$ cat src/rtl/hdmi_timing_pkg.sv
// Shared constants, state encoding and RGB field helpers for the HDMI timing path.
// Defaults describe a 720p60 raster.
package hdmi_timing_pkg;

  localparam int DEF_H_ACTIVE = 1280;
  localparam int DEF_H_FP     = 110;
  localparam int DEF_H_SYNC   = 40;
  localparam int DEF_H_BP     = 220;
  localparam int DEF_V_ACTIVE = 720;
  localparam int DEF_V_FP     = 5;
  localparam int DEF_V_SYNC   = 5;
  localparam int DEF_V_BP     = 20;

  localparam logic [23:0] DEF_UNDERFLOW_RGB = 24'hFF00FF;

  localparam int RGB_CH_W  = 8;
  localparam int RGB_R_LSB = 16;
  localparam int RGB_G_LSB = 8;
  localparam int RGB_B_LSB = 0;

  typedef enum logic [1:0] {
    ST_IDLE  = 2'd0,
    ST_RUN   = 2'd1,
    ST_DRAIN = 2'd2
  } state_e;

  typedef struct packed {
    logic [RGB_CH_W-1:0] r;
    logic [RGB_CH_W-1:0] g;
    logic [RGB_CH_W-1:0] b;
  } rgb_t;

  function automatic rgb_t rgb_unpack(input logic [23:0] word);
    rgb_t px;
    px.r = word[RGB_R_LSB +: RGB_CH_W];
    px.g = word[RGB_G_LSB +: RGB_CH_W];
    px.b = word[RGB_B_LSB +: RGB_CH_W];
    return px;
  endfunction

endpackage

$ cat src/rtl/hdmi_raster_cnt.sv
// Horizontal/vertical raster counter pair with run and synchronous clear.
// The vertical counter steps when the horizontal counter wraps.
module hdmi_raster_cnt #(
  parameter int H_TOTAL = 1650,
  parameter int V_TOTAL = 750,
  parameter int HW      = $clog2(H_TOTAL),
  parameter int VW      = $clog2(V_TOTAL)
) (
  input  logic          i_clk,
  input  logic          i_rst,
  input  logic          i_run,
  input  logic          i_clr,
  output logic [HW-1:0] o_h_cnt,
  output logic [VW-1:0] o_v_cnt,
  output logic          o_end_of_line,
  output logic          o_end_of_frame
);

  localparam logic [HW-1:0] H_LAST = HW'(H_TOTAL - 1);
  localparam logic [VW-1:0] V_LAST = VW'(V_TOTAL - 1);

  logic [HW-1:0] r_h_cnt;
  logic [VW-1:0] r_v_cnt;
  logic          w_eol;
  logic          w_eof;

  assign w_eol = (r_h_cnt == H_LAST);
  assign w_eof = w_eol && (r_v_cnt == V_LAST);

  always_ff @(posedge i_clk or posedge i_rst) begin
    if (i_rst) begin
      r_h_cnt <= '0;
      r_v_cnt <= '0;
    end else if (i_clr) begin
      r_h_cnt <= '0;
      r_v_cnt <= '0;
    end else if (i_run) begin
      if (w_eol) begin
        r_h_cnt <= '0;
        r_v_cnt <= w_eof ? '0 : r_v_cnt + VW'(1);
      end else begin
        r_h_cnt <= r_h_cnt + HW'(1);
      end
    end
  end

  assign o_h_cnt        = r_h_cnt;
  assign o_v_cnt        = r_v_cnt;
  assign o_end_of_line  = w_eol;
  assign o_end_of_frame = w_eof;

endmodule

$ cat src/rtl/hdmi_timing_ctrl.sv
// Video timing generator and pixel scheduler feeding the HDMI encoders.
// Stage 0 is combinational from the raster counters; syncs, de and RGB are registered once.
module hdmi_timing_ctrl
  import hdmi_timing_pkg::*;
#(
  parameter int          H_ACTIVE      = DEF_H_ACTIVE,
  parameter int          H_FP          = DEF_H_FP,
  parameter int          H_SYNC        = DEF_H_SYNC,
  parameter int          H_BP          = DEF_H_BP,
  parameter int          V_ACTIVE      = DEF_V_ACTIVE,
  parameter int          V_FP          = DEF_V_FP,
  parameter int          V_SYNC        = DEF_V_SYNC,
  parameter int          V_BP          = DEF_V_BP,
  parameter logic        SYNC_POL      = 1'b1,
  parameter logic [23:0] UNDERFLOW_RGB = DEF_UNDERFLOW_RGB
) (
  input  logic        sys_clk,
  input  logic        sys_rst,
  input  logic        enable,
  input  logic        pix_valid,
  input  logic [23:0] pix_data,
  output logic        pix_ready,
  output logic        frame_start,
  output logic        line_start,
  output logic [7:0]  rgb_red,
  output logic [7:0]  rgb_green,
  output logic [7:0]  rgb_blue,
  output logic        hsync,
  output logic        vsync,
  output logic        de,
  output logic        underflow,
  input  logic        clr_underflow,
  output logic        busy,
  output logic [1:0]  dbg_state
);

  localparam int H_TOTAL = H_ACTIVE + H_FP + H_SYNC + H_BP;
  localparam int V_TOTAL = V_ACTIVE + V_FP + V_SYNC + V_BP;
  localparam int HW      = $clog2(H_TOTAL);
  localparam int VW      = $clog2(V_TOTAL);

  localparam logic [HW-1:0] H_ACT_END = HW'(H_ACTIVE);
  localparam logic [HW-1:0] HS_BEG    = HW'(H_ACTIVE + H_FP);
  localparam logic [HW-1:0] HS_END    = HW'(H_ACTIVE + H_FP + H_SYNC);
  localparam logic [VW-1:0] V_ACT_END = VW'(V_ACTIVE);
  localparam logic [VW-1:0] VS_BEG    = VW'(V_ACTIVE + V_FP);
  localparam logic [VW-1:0] VS_END    = VW'(V_ACTIVE + V_FP + V_SYNC);

  state_e        r_state;
  state_e        w_state_next;
  logic [HW-1:0] w_h_cnt;
  logic [VW-1:0] w_v_cnt;
  logic          w_eol;
  logic          w_eof;
  logic          w_running;
  logic          w_active;
  logic          w_hs_region;
  logic          w_vs_region;
  logic          w_ready;
  logic          r_de;
  logic          r_hsync;
  logic          r_vsync;
  logic          r_underflow;
  logic [23:0]   r_rgb;
  rgb_t          w_rgb;

  assign w_running = (r_state != ST_IDLE);

  // Counters sit at (0,0) while idle so a new run always begins on a frame boundary.
  hdmi_raster_cnt #(
    .H_TOTAL (H_TOTAL),
    .V_TOTAL (V_TOTAL),
    .HW      (HW),
    .VW      (VW)
  ) u_raster (
    .i_clk          (sys_clk),
    .i_rst          (sys_rst),
    .i_run          (w_running),
    .i_clr          (!w_running),
    .o_h_cnt        (w_h_cnt),
    .o_v_cnt        (w_v_cnt),
    .o_end_of_line  (w_eol),
    .o_end_of_frame (w_eof)
  );

  always_ff @(posedge sys_clk or posedge sys_rst) begin
    if (sys_rst) r_state <= ST_IDLE;
    else         r_state <= w_state_next;
  end

  always_comb begin
    w_state_next = r_state;
    case (r_state)
      ST_IDLE:  if (enable) w_state_next = ST_RUN;
      ST_RUN:   if (!enable) w_state_next = ST_DRAIN;
      ST_DRAIN: begin
        if (enable)              w_state_next = ST_RUN;
        else if (w_eol && w_eof) w_state_next = ST_IDLE;
      end
      default:  w_state_next = ST_IDLE;
    endcase
  end

  assign w_active    = (w_h_cnt < H_ACT_END) && (w_v_cnt < V_ACT_END);
  assign w_hs_region = (w_h_cnt >= HS_BEG) && (w_h_cnt < HS_END);
  assign w_vs_region = (w_v_cnt >= VS_BEG) && (w_v_cnt < VS_END);

  // Valid/ready: a pixel transfers on any cycle where pix_ready and pix_valid are both high;
  // pix_ready never looks at pix_valid, and a missing pixel is replaced rather than retried.
  assign w_ready     = w_active && w_running;
  assign pix_ready   = w_ready;
  assign frame_start = w_ready && (w_h_cnt == '0) && (w_v_cnt == '0);
  assign line_start  = w_ready && (w_h_cnt == '0);

  always_ff @(posedge sys_clk or posedge sys_rst) begin
    if (sys_rst) begin
      r_de        <= 1'b0;
      r_hsync     <= ~SYNC_POL;
      r_vsync     <= ~SYNC_POL;
      r_rgb       <= '0;
      r_underflow <= 1'b0;
    end else begin
      r_de    <= w_ready;
      r_hsync <= (w_running && w_hs_region) ? SYNC_POL : ~SYNC_POL;
      r_vsync <= (w_running && w_vs_region) ? SYNC_POL : ~SYNC_POL;
      if (w_ready) r_rgb <= pix_valid ? pix_data : UNDERFLOW_RGB;
      else         r_rgb <= '0;
      if (w_ready && !pix_valid) r_underflow <= 1'b1;
      else if (clr_underflow)    r_underflow <= 1'b0;
    end
  end

  assign w_rgb     = rgb_unpack(r_rgb);
  assign rgb_red   = w_rgb.r;
  assign rgb_green = w_rgb.g;
  assign rgb_blue  = w_rgb.b;
  assign hsync     = r_hsync;
  assign vsync     = r_vsync;
  assign de        = r_de;
  assign underflow = r_underflow;
  assign busy      = w_running;
  assign dbg_state = r_state;

endmodule

$ cat config.mk
export PLATFORM = sky130hd
export DESIGN_NAME = hdmi_timing_ctrl
export DESIGN_NICKNAME = d
export VERILOG_FILES = /design/src/rtl/hdmi_timing_pkg.sv /design/src/rtl/hdmi_raster_cnt.sv /design/src/rtl/hdmi_timing_ctrl.sv
export SDC_FILE = /design/constraint.sdc
export NUM_CORES = 1
export LEC_CHECK = 0
export ABC_AREA = 1
export BUFFER_PORTS_ARGS = -buffer_cell sky130_fd_sc_hd__buf_2
export CORE_ASPECT_RATIO = 0.5
export CORE_MARGIN = 2
export CORE_UTILIZATION = 50
export DETAILED_ROUTE_END_ITERATION = 6
export GPL_ROUTABILITY_DRIVEN = 0
export GPL_TIMING_DRIVEN = 0
export MAX_ROUTING_LAYER = met4
export PLACE_DENSITY = 0.78
export SYNTH_ARGS = -nofsm -noshare
export SYNTH_HDL_FRONTEND = slang
export SYNTH_SLANG_ARGS = --single-unit
$ cat constraint.sdc
create_clock -name sys_clk -period 1.9 [get_ports sys_clk]
set_clock_uncertainty 0.05 [all_clocks]
set_input_delay 0.19 -clock sys_clk [delete_from_list [all_inputs] [get_ports sys_clk]]
set_output_delay 0.19 -clock sys_clk [all_outputs]
set_load 0.05 [all_outputs]
# ---- Yosys cells after proc, flatten, opt, wreduce, memory -nomap -nowiden
# Index checks and enable logic that the tools add are counted.
dict set report classes {
  n_reduce_logical 18
  n_eq_ne 8
  mux 16
  n_addsub 2
  magnitude_cmp 6
}
# cell count
set ops {}
lappend ops {{24-bit two-way mux} 2}
lappend ops {{10-bit two-way mux} 3}
lappend ops {{11-bit less-than comparator (second input constant)} 2}
lappend ops {{11-bit two-way mux} 2}
lappend ops {{10-bit less-than comparator (second input constant)} 2}
lappend ops {{11-bit by 1-bit adder with 11-bit output (second input constant)} 1}
lappend ops {{11-bit == test (second input constant)} 1}
lappend ops {{11-bit >= comparator (second input constant)} 1}
lappend ops {{1-bit logical AND} 11}
lappend ops {{11-bit zero test} 1}
lappend ops {{10-bit by 1-bit adder with 10-bit output (second input constant)} 1}
lappend ops {{10-bit == test (second input constant)} 1}
lappend ops {{10-bit >= comparator (second input constant)} 1}
lappend ops {{10-bit zero test} 1}
lappend ops {{2-bit two-way mux} 4}
lappend ops {{2-bit case mux with 3 select lines} 1}
lappend ops {{1-bit two-way mux} 4}
lappend ops {{2-bit inequality test (second input constant)} 2}
lappend ops {{2-bit nonzero test} 2}
lappend ops {{3-bit inequality test (second input constant)} 1}
lappend ops {{3-bit AND reduction} 1}
lappend ops {{2-bit by 1-bit == test with 1-bit output (second input constant)} 1}
lappend ops {{2-bit == test (second input constant)} 1}
lappend ops {{2-bit zero test} 1}
lappend ops {{2 further kinds} 2}
dict set report totals {
  output_inout_bits 34
  wordCells 58
  ff_bits 51
}

# ---- Longest topological paths before layout
# Gate-level depths: netlist of run 1.
dict set report logic_depth {
  ltp_word 6
  ltp_mapped 11
  ltp_nobuf 11
}

# ---- Modules after synthesis
# From an unflattened synthesis of run 1, not the netlist that was laid out.
dict set report hier_totals {
  cells_unflattened 358
  area_unflattened_um2 2726.4
}
# mod area_per_inst_um2 cells_each seq_area_each_um2 instances
set modules_own_cells {}
lappend modules_own_cells {hdmi_raster_cnt 1380.1 198 525.5 1}
lappend modules_own_cells {hdmi_timing_ctrl 1346.3 160 750.7 1}

# ---- Least setup slack after synthesis of run 1
# OpenSTA, ideal clock, no wires.
dict set report synth_path {
  kind {reg-to-output}
  startpoint {register r_state[1], in the netlist dbg_state[1]}
  endpoint {output port frame_start}
  arrival_time_ns 2.221
  setup_slack_ns -0.561
  n_path_buf 0
  path_stages_with_launch 7
  cell_sequence {dfrtp_1 -> nor2_8 -> nor2_1 -> nand2_4 -> inv_1 -> nand2_1 -> nor2_1}
}
dict set report synth_between {
  elab_chain_len 4
}
# element line
set synth_lines {}
lappend synth_lines {{start, declared} hdmi_timing_ctrl.sv:49} ;# state_e r_state;
lappend synth_lines {{start signal, assigned} hdmi_timing_ctrl.sv:88} ;# else r_state <= w_state_next;
lappend synth_lines {{2-bit nonzero test} hdmi_timing_ctrl.sv:67} ;# assign w_running = (r_state != ST_IDLE);
lappend synth_lines {{1-bit logical AND} hdmi_timing_ctrl.sv:110} ;# assign w_ready = w_active && w_running;
lappend synth_lines {{named net pix_ready} hdmi_timing_ctrl.sv:22} ;# output logic pix_ready,
lappend synth_lines {{1-bit logical AND (2 in a row)} hdmi_timing_ctrl.sv:112} ;# assign frame_start = w_ready && (w_h_cnt == '0) && (w_v_cnt == '0);
lappend synth_lines {{end, declared} hdmi_timing_ctrl.sv:23} ;# output logic frame_start,
# The timed path passes the listed nets, and every way through them passes these cells.

# ---- Worst setup path in the final report of run 1
dict set report layout_path {
  startpoint {register u_raster.r_v_cnt[1], in the netlist u_raster.o_v_cnt[1]}
  endpoint {output port frame_start}
}
dict set report layout_between {
  elab_chain_len 5
  word_cells_on_any_way 6
  classes_between {order compare: 1; reduce/logical: 5}
}
# element line
set layout_lines {}
lappend layout_lines {{start, declared} hdmi_raster_cnt.sv:23} ;# logic [VW-1:0] r_v_cnt;
lappend layout_lines {{start signal, assigned} hdmi_raster_cnt.sv:40} ;# r_v_cnt <= w_eof ? '0 : r_v_cnt + VW'(1);
lappend layout_lines {{10-bit less-than comparator} hdmi_timing_ctrl.sv:104} ;# assign w_active = (w_h_cnt < H_ACT_END) && (w_v_cnt < V_ACT_END);
lappend layout_lines {{1-bit logical AND} hdmi_timing_ctrl.sv:104}
lappend layout_lines {{1-bit logical AND} hdmi_timing_ctrl.sv:110}
lappend layout_lines {{1-bit logical AND} hdmi_timing_ctrl.sv:112}
lappend layout_lines {{1-bit logical AND (*)} hdmi_timing_ctrl.sv:112}
# Every way passes the cells marked *; elsewhere a longest branch is shown, timed or not.

==> run metrics, run 1 <==
Logic pwr share=0.255; power share of the clock group=0.289; Tot GR Track Use=0.199; DRT iter0 DRCs=151; Remaining DRCs=0; total power=2.61 mW; pre-CTS WS=167 ps; Post-Syn Nets=347; vias in the first global route=2006; # IOs=63; Slowest-stage cell, CP=dfrtp_1; Seq pwr share=0.456; Die Area=5720 um^2; critical path data required time=1660 ps; Nets=431; Final Hold Vio Count=0; vias per inst=4.87; area of the multi-input gates=1110 um^2; Die X=105 um; largest net degree at the start of global routing=34; worst-path maximum fanout=4; clock transition at the registers of the reported paths=90 ps; global-route wire length before repair=8.80 mm; Data arrival, critical path=1650 ps; Final min period=1890 ps; diodes inserted=0; Finish-stage setup viols=0; Synth area leaders=dfrtp_1 (50%), nor2_1 (11%), nand2_1 (8.4%), inv_1 (5.5%), ha_1 (3.4%); H-tree depth=2; Setup Crit Path Kind=reg2out; Slew HR=0.702; Fmax=530 MHz; P&R area growth vs syn=28.0%; worst-path cell chain=inv_2, ha_1, nand2_1, nor3_1, nand4_1, nor2_4, buf_8; CTS tree=built; Synth cell types=30; CTS Buf Count=5; max cap viols=0; cells after synthesis=311; starting density of the core=0.519; Worst R2R Setup Slack=240 ps; Routed WL=5.63 mm; VDD IR-drop max=0.000500 V; synth warn=0; final worst-path cycle share=0.992; unrepaired setup endpoints after global routing=true; Sw Pwr=871 uW; setup tns final=0 ps; Seq/Total Area, Yosys=0.501; Syn Area/Cell=8.19 um^2; Overflow after GRT=0; clk_lat worst skew=300 ps; Via Count=2270; clock sinks=51; fill count=391; setup ws final=15.0 ps; Setup crit end kind=output pin; Post-DP HPWL=4.04 mm; actual slew at the worst max-slew pin=444 ps; ratio of cells with drive above 1 in the final layout=0.343; commonest cells after routing, fill and taps aside=nor2_1 (71), buf_2 (61), nand2_1 (53), dfrtp_1 (47), inv_1 (29); internal power=1.74 mW; dominant cell type by area after synthesis=dfrtp_1; status=completed; chip height=54.5 um; largest buffer count on any clock path=2; pwr dens=802 nW/um^2; Leak Pwr=1.69 nW; row count=18; Sw Ratio=0.333; Cell Area, Placed=2980 um^2; Yosys reg bits=51; Final Instance Area=3260 um^2; type of origin of the critical path=register; clock root cell=clkbuf_8; most common cell after layout, fill and taps aside=nor2_1; Yosys top cell area share=0.501; core area=4910 um^2; register area=1280 um^2; Final ANT Viol Nets=0; Avg WL per Cell=12.1 um; Post-Syn Area=2550 um^2; IO buf count=61; initial antenna violation count=0; final slew viol count=0; TritonRoute pass-1 iters=5; crit-path max cell delay=410 ps; Hold Path Class=in2reg
-- sequential cells by signal (all words and copies together), names as in the netlist --
signal,flops
hsync,1
vsync,1
u_raster.o_v_cnt,10
de,1
u_raster.o_h_cnt,11
r_rgb,24
dbg_state,2
underflow,1
-- synthesized netlist by cell type, drive strengths merged --
master,number
ha,7
nand4,12
dfrtp,51
clkbuf,1
o211ai,1
nor4,1
o21bai,1
nor3,12
o22ai,2
nor2,83
nand3,13
o21ai,8
inv,40
and2,1
a21oi,6
xor2,2
nand2,64
buf,6
-- final timing paths --
| path | startpoint | endpoint | cells after the start |
|---|---|---|---|
| setup / recovery | u_raster.o_v_cnt[1] | frame_start | 7 |
| hold / removal | clr_underflow | underflow | 2 |
| setup reg to reg | u_raster.o_h_cnt[8] | u_raster.o_v_cnt[4] | 11 |
| hold reg to reg | u_raster.o_h_cnt[0] | u_raster.o_h_cnt[0] | 1 |
| max in group asynchronous | sys_rst | u_raster.o_h_cnt[6] | 4 |
| min in group asynchronous | sys_rst | r_rgb[2] | 3 |
-- power groups by stage --
stage	Sequential [mW]	Combinational (mW)	Clock [mW]
after global placement	1.21	0.604	0
after floorplan	1.41	0.262	0
after CTS	1.19	0.640	0.778
after global routing	1.20	0.713	0.808
final	1.19	0.668	0.755
after detailed placement	1.21	0.620	0
-- critical path: cells and delay by family (launching register included) --
kind                       cells  cell delay (ps)
adders and majority gates      1              150
buffers and inverters          2              240
DFF                            1              410
and+or+nand+nor                4              550
-- what timing repair did --
item	in CTS	in global routing
setup buffers	8	6
pin swaps	3	8
endpoints found under the hold margin	18	0
gates resized for setup	8	16
setup endpoints to repair	2	3
hold buffers	1	0
-- metal layers --
metal,global-route usage,up-vias,part of all wire
met5,-,-,0
met4,0.0400,0,0.0060
met3,0.0405,4,0.054
met2,0.357,67,0.49
met1,0.243,1055,0.45
li1,-,1144,-
-- cell type report --
| type | instances | share of cell area |
|---|---|---|
| flip-flops and latches | 51 | 0.393 |
| multi-input cells | 213 | 0.342 |
| repair buffers | 77 | 0.140 |
| inverters | 40 | 0.0483 |
| well taps | 70 | 0.0269 |
| clock buffers | 6 | 0.0223 |
| plain buffers | 7 | 0.0157 |
| clock inverters | 2 | 0.0119 |
-- cells by family after synthesis --
family,after synthesis,share of synthesized area
AND/OR/NAND/NOR,186,0.336
flip-flops,51,0.501
buffers and inverters,47,0.0791
AO/OA/AOI/OAI,18,0.0427
adder cells (fa/ha/maj),7,0.0344
XOR/XNOR,2,0.00688
-- per-stage QoR --
stage / utilization / hold slack (ps) / std cells
floorplan: - / 249 / 311
global placement: 0.603 / 346 / 442
detailed placement: 0.607 / 168 / 443
CTS: 0.647 / 19.2 / 460
global route: 0.664 / 13.5 / 466
finish: 0.664 / 23.0 / 466
Note: power is estimated with default switching activity, not from simulation.
==> run 2, diff against run 1 <==
Settings changed: PLACE_DENSITY 0.78 to 0.85.
==> run 2 against run 1 <==
Via count grew 0.88%. Highest routed layer unchanged. Sequential cell count is the same. Cell count shrank 1.3%. Combinational power shrank 1%.
==> run metrics, run 2 (same netlist as run 1, synthesis figures left out) <==
IO buf count=61; P&R area growth vs syn=25.1%; Final min period=1890 ps; vias in the first global route=2182; status=completed; Slowest-stage cell, CP=dfrtp_1; Finish-stage setup viols=0; diodes inserted=0; actual slew at the worst max-slew pin=452 ps; crit path buf inv count=2; ratio of cells with drive above 1 in the final layout=0.326; Via Count=2290; metal1 wirelength=2.44 mm; Setup crit end kind=output pin; VDD IR-drop max=0.000496 V; Remaining DRCs=0; Data arrival, critical path=1650 ps; Final Instance Area=3190 um^2; pre-CTS WS=162 ps; worst-path maximum fanout=4; critical path data required time=1660 ps; hold path depth=2; Leak Pwr=1.65 nW; TritonRoute pass-1 iters=4; routed wl met3=364 um; Fmax=530 MHz; met2 WL post-DR=2.83 mm; Crit path depth=7; Die X=105 um; clock sinks=51; Finished Core Util=0.649; H-tree depth=2; pwr dens=778 nW/um^2; core area=4910 um^2; chip height=54.5 um; Nets=425; Tot GR Track Use=0.218; Largest register FFs=24; worst-path cell chain=inv_2, ha_1, nand2_1, nor3_2, nand4_1, nor2_4, buf_8; row count=18; Routed WL=5.73 mm; Final Hold Vio Count=0; starting density of the core=0.519; Post-DP HPWL=4.16 mm; Cell Area, Placed=2980 um^2; Die Area=5720 um^2; max cap viols=0; largest net degree at the start of global routing=35; Setup Crit Path Kind=reg2out; Slew HR=0.696; Final ANT Viol Nets=0; initial antenna violation count=0; # IOs=63; clk_lat worst skew=300 ps; CTS tree=built; crit-path max cell delay=420 ps; final slew viol count=0; unrepaired setup endpoints after global routing=true; Hold Path Class=in2reg; clock root cell=clkbuf_8; DR top layer=met4; fill count=413; Avg WL per Cell=12.5 um; R2R cell count=9; commonest cells after routing, fill and taps aside=nor2_1 (73), buf_2 (61), nand2_1 (53), dfrtp_1 (47), inv_1 (30); setup ws final=11.6 ps; DRT iter0 DRCs=134; largest buffer count on any clock path=2; total power=2.48 mW; clock transition at the registers of the reported paths=100 ps; CTS Buf Count=5; most common cell after layout, fill and taps aside=nor2_1; global-route wire length before repair=9.41 mm; setup tns final=0 ps; Crit path max-delay family=simple AND/OR/NAND/NOR gates; type of origin of the critical path=register; final worst-path cycle share=0.994; Largest Register=r_rgb; Overflow after GRT=0; vias per inst=4.98
==> run 2: cell count changes in the layout (fill, tap and decap cells not counted) <==
cell,before,now
buf_4,16,10
nor2_1,71,73
nor2_2,6,4
bufinv_16,1,0
clkinvlp_4,2,3
inv_1,29,30
inv_2,9,8
o21ai_0,5,6
o21ai_1,1,0
==> run 2: final cells by class <==
class / count / area (um^2) / share of cell area
plain buffers: 7 / 51.3 / 0.0161
repair buffers: 71 / 412 / 0.129
multi-input cells: 213 / 1110 / 0.348
clock inverters: 2 / 16.3 / 0.00510
inverters: 40 / 158 / 0.0495
well taps: 70 / 87.6 / 0.0275
flip-flops and latches: 51 / 1280 / 0.402
clock buffers: 6 / 72.6 / 0.0228
==> run 2: timing repair <==
item	4_1_cts	5_1_grt
hold endpoints to repair	17	0
hold buffers	1	0
endpoints found under the setup margin	2	3
resized for setup	10	10
pin swaps	4	5
setup buffers	7	1
==> run 2: power breakdown <==
group	switching (mW)	internal, mW
registers	0.0373	1.15
logic	0.473	0.185
clock network	0.365	0.265
total	0.876	1.61
==> run 2: path summary, 6_finish.rpt <==
kind / start / to / slack [ps]
max in group asynchronous: sys_rst / dbg_state[0] / 900
worst max register to register: u_raster.o_h_cnt[0] / u_raster.o_h_cnt[10] / 240
min in group asynchronous: sys_rst / de / 390
worst max-delay path: u_raster.o_v_cnt[1] / frame_start / 10
worst min-delay path: clr_underflow / underflow / 20
worst min register to register: underflow / underflow / 480
==> run 2: worst register-to-register path: cells and delay by family, from the launching register on <==
family / cells / cell delay, ps
buffers and inverters: 1 / 90
AND/OR/NAND/NOR: 7 / 820
adder cells (fa/ha/maj): 1 / 200
flip-flops: 1 / 440
==> run 2: metal layers <==
| metal | up-vias | global-route usage |
|---|---|---|
| met1 | 1051 | 0.245 |
| met2 | 92 | 0.399 |
| met3 | 18 | 0.0476 |
| met4 | 0 | 0.0800 |
| li1 | 1129 | - |
| met5 | - | - |
==> run 2: metrics by stage <==
stage	hold WS (ps)	cells
after CTS	11.4	459
final	18.2	460
after global routing	12.6	460
after global placement	334	442
after floorplan	249	311
after detailed placement	161	443
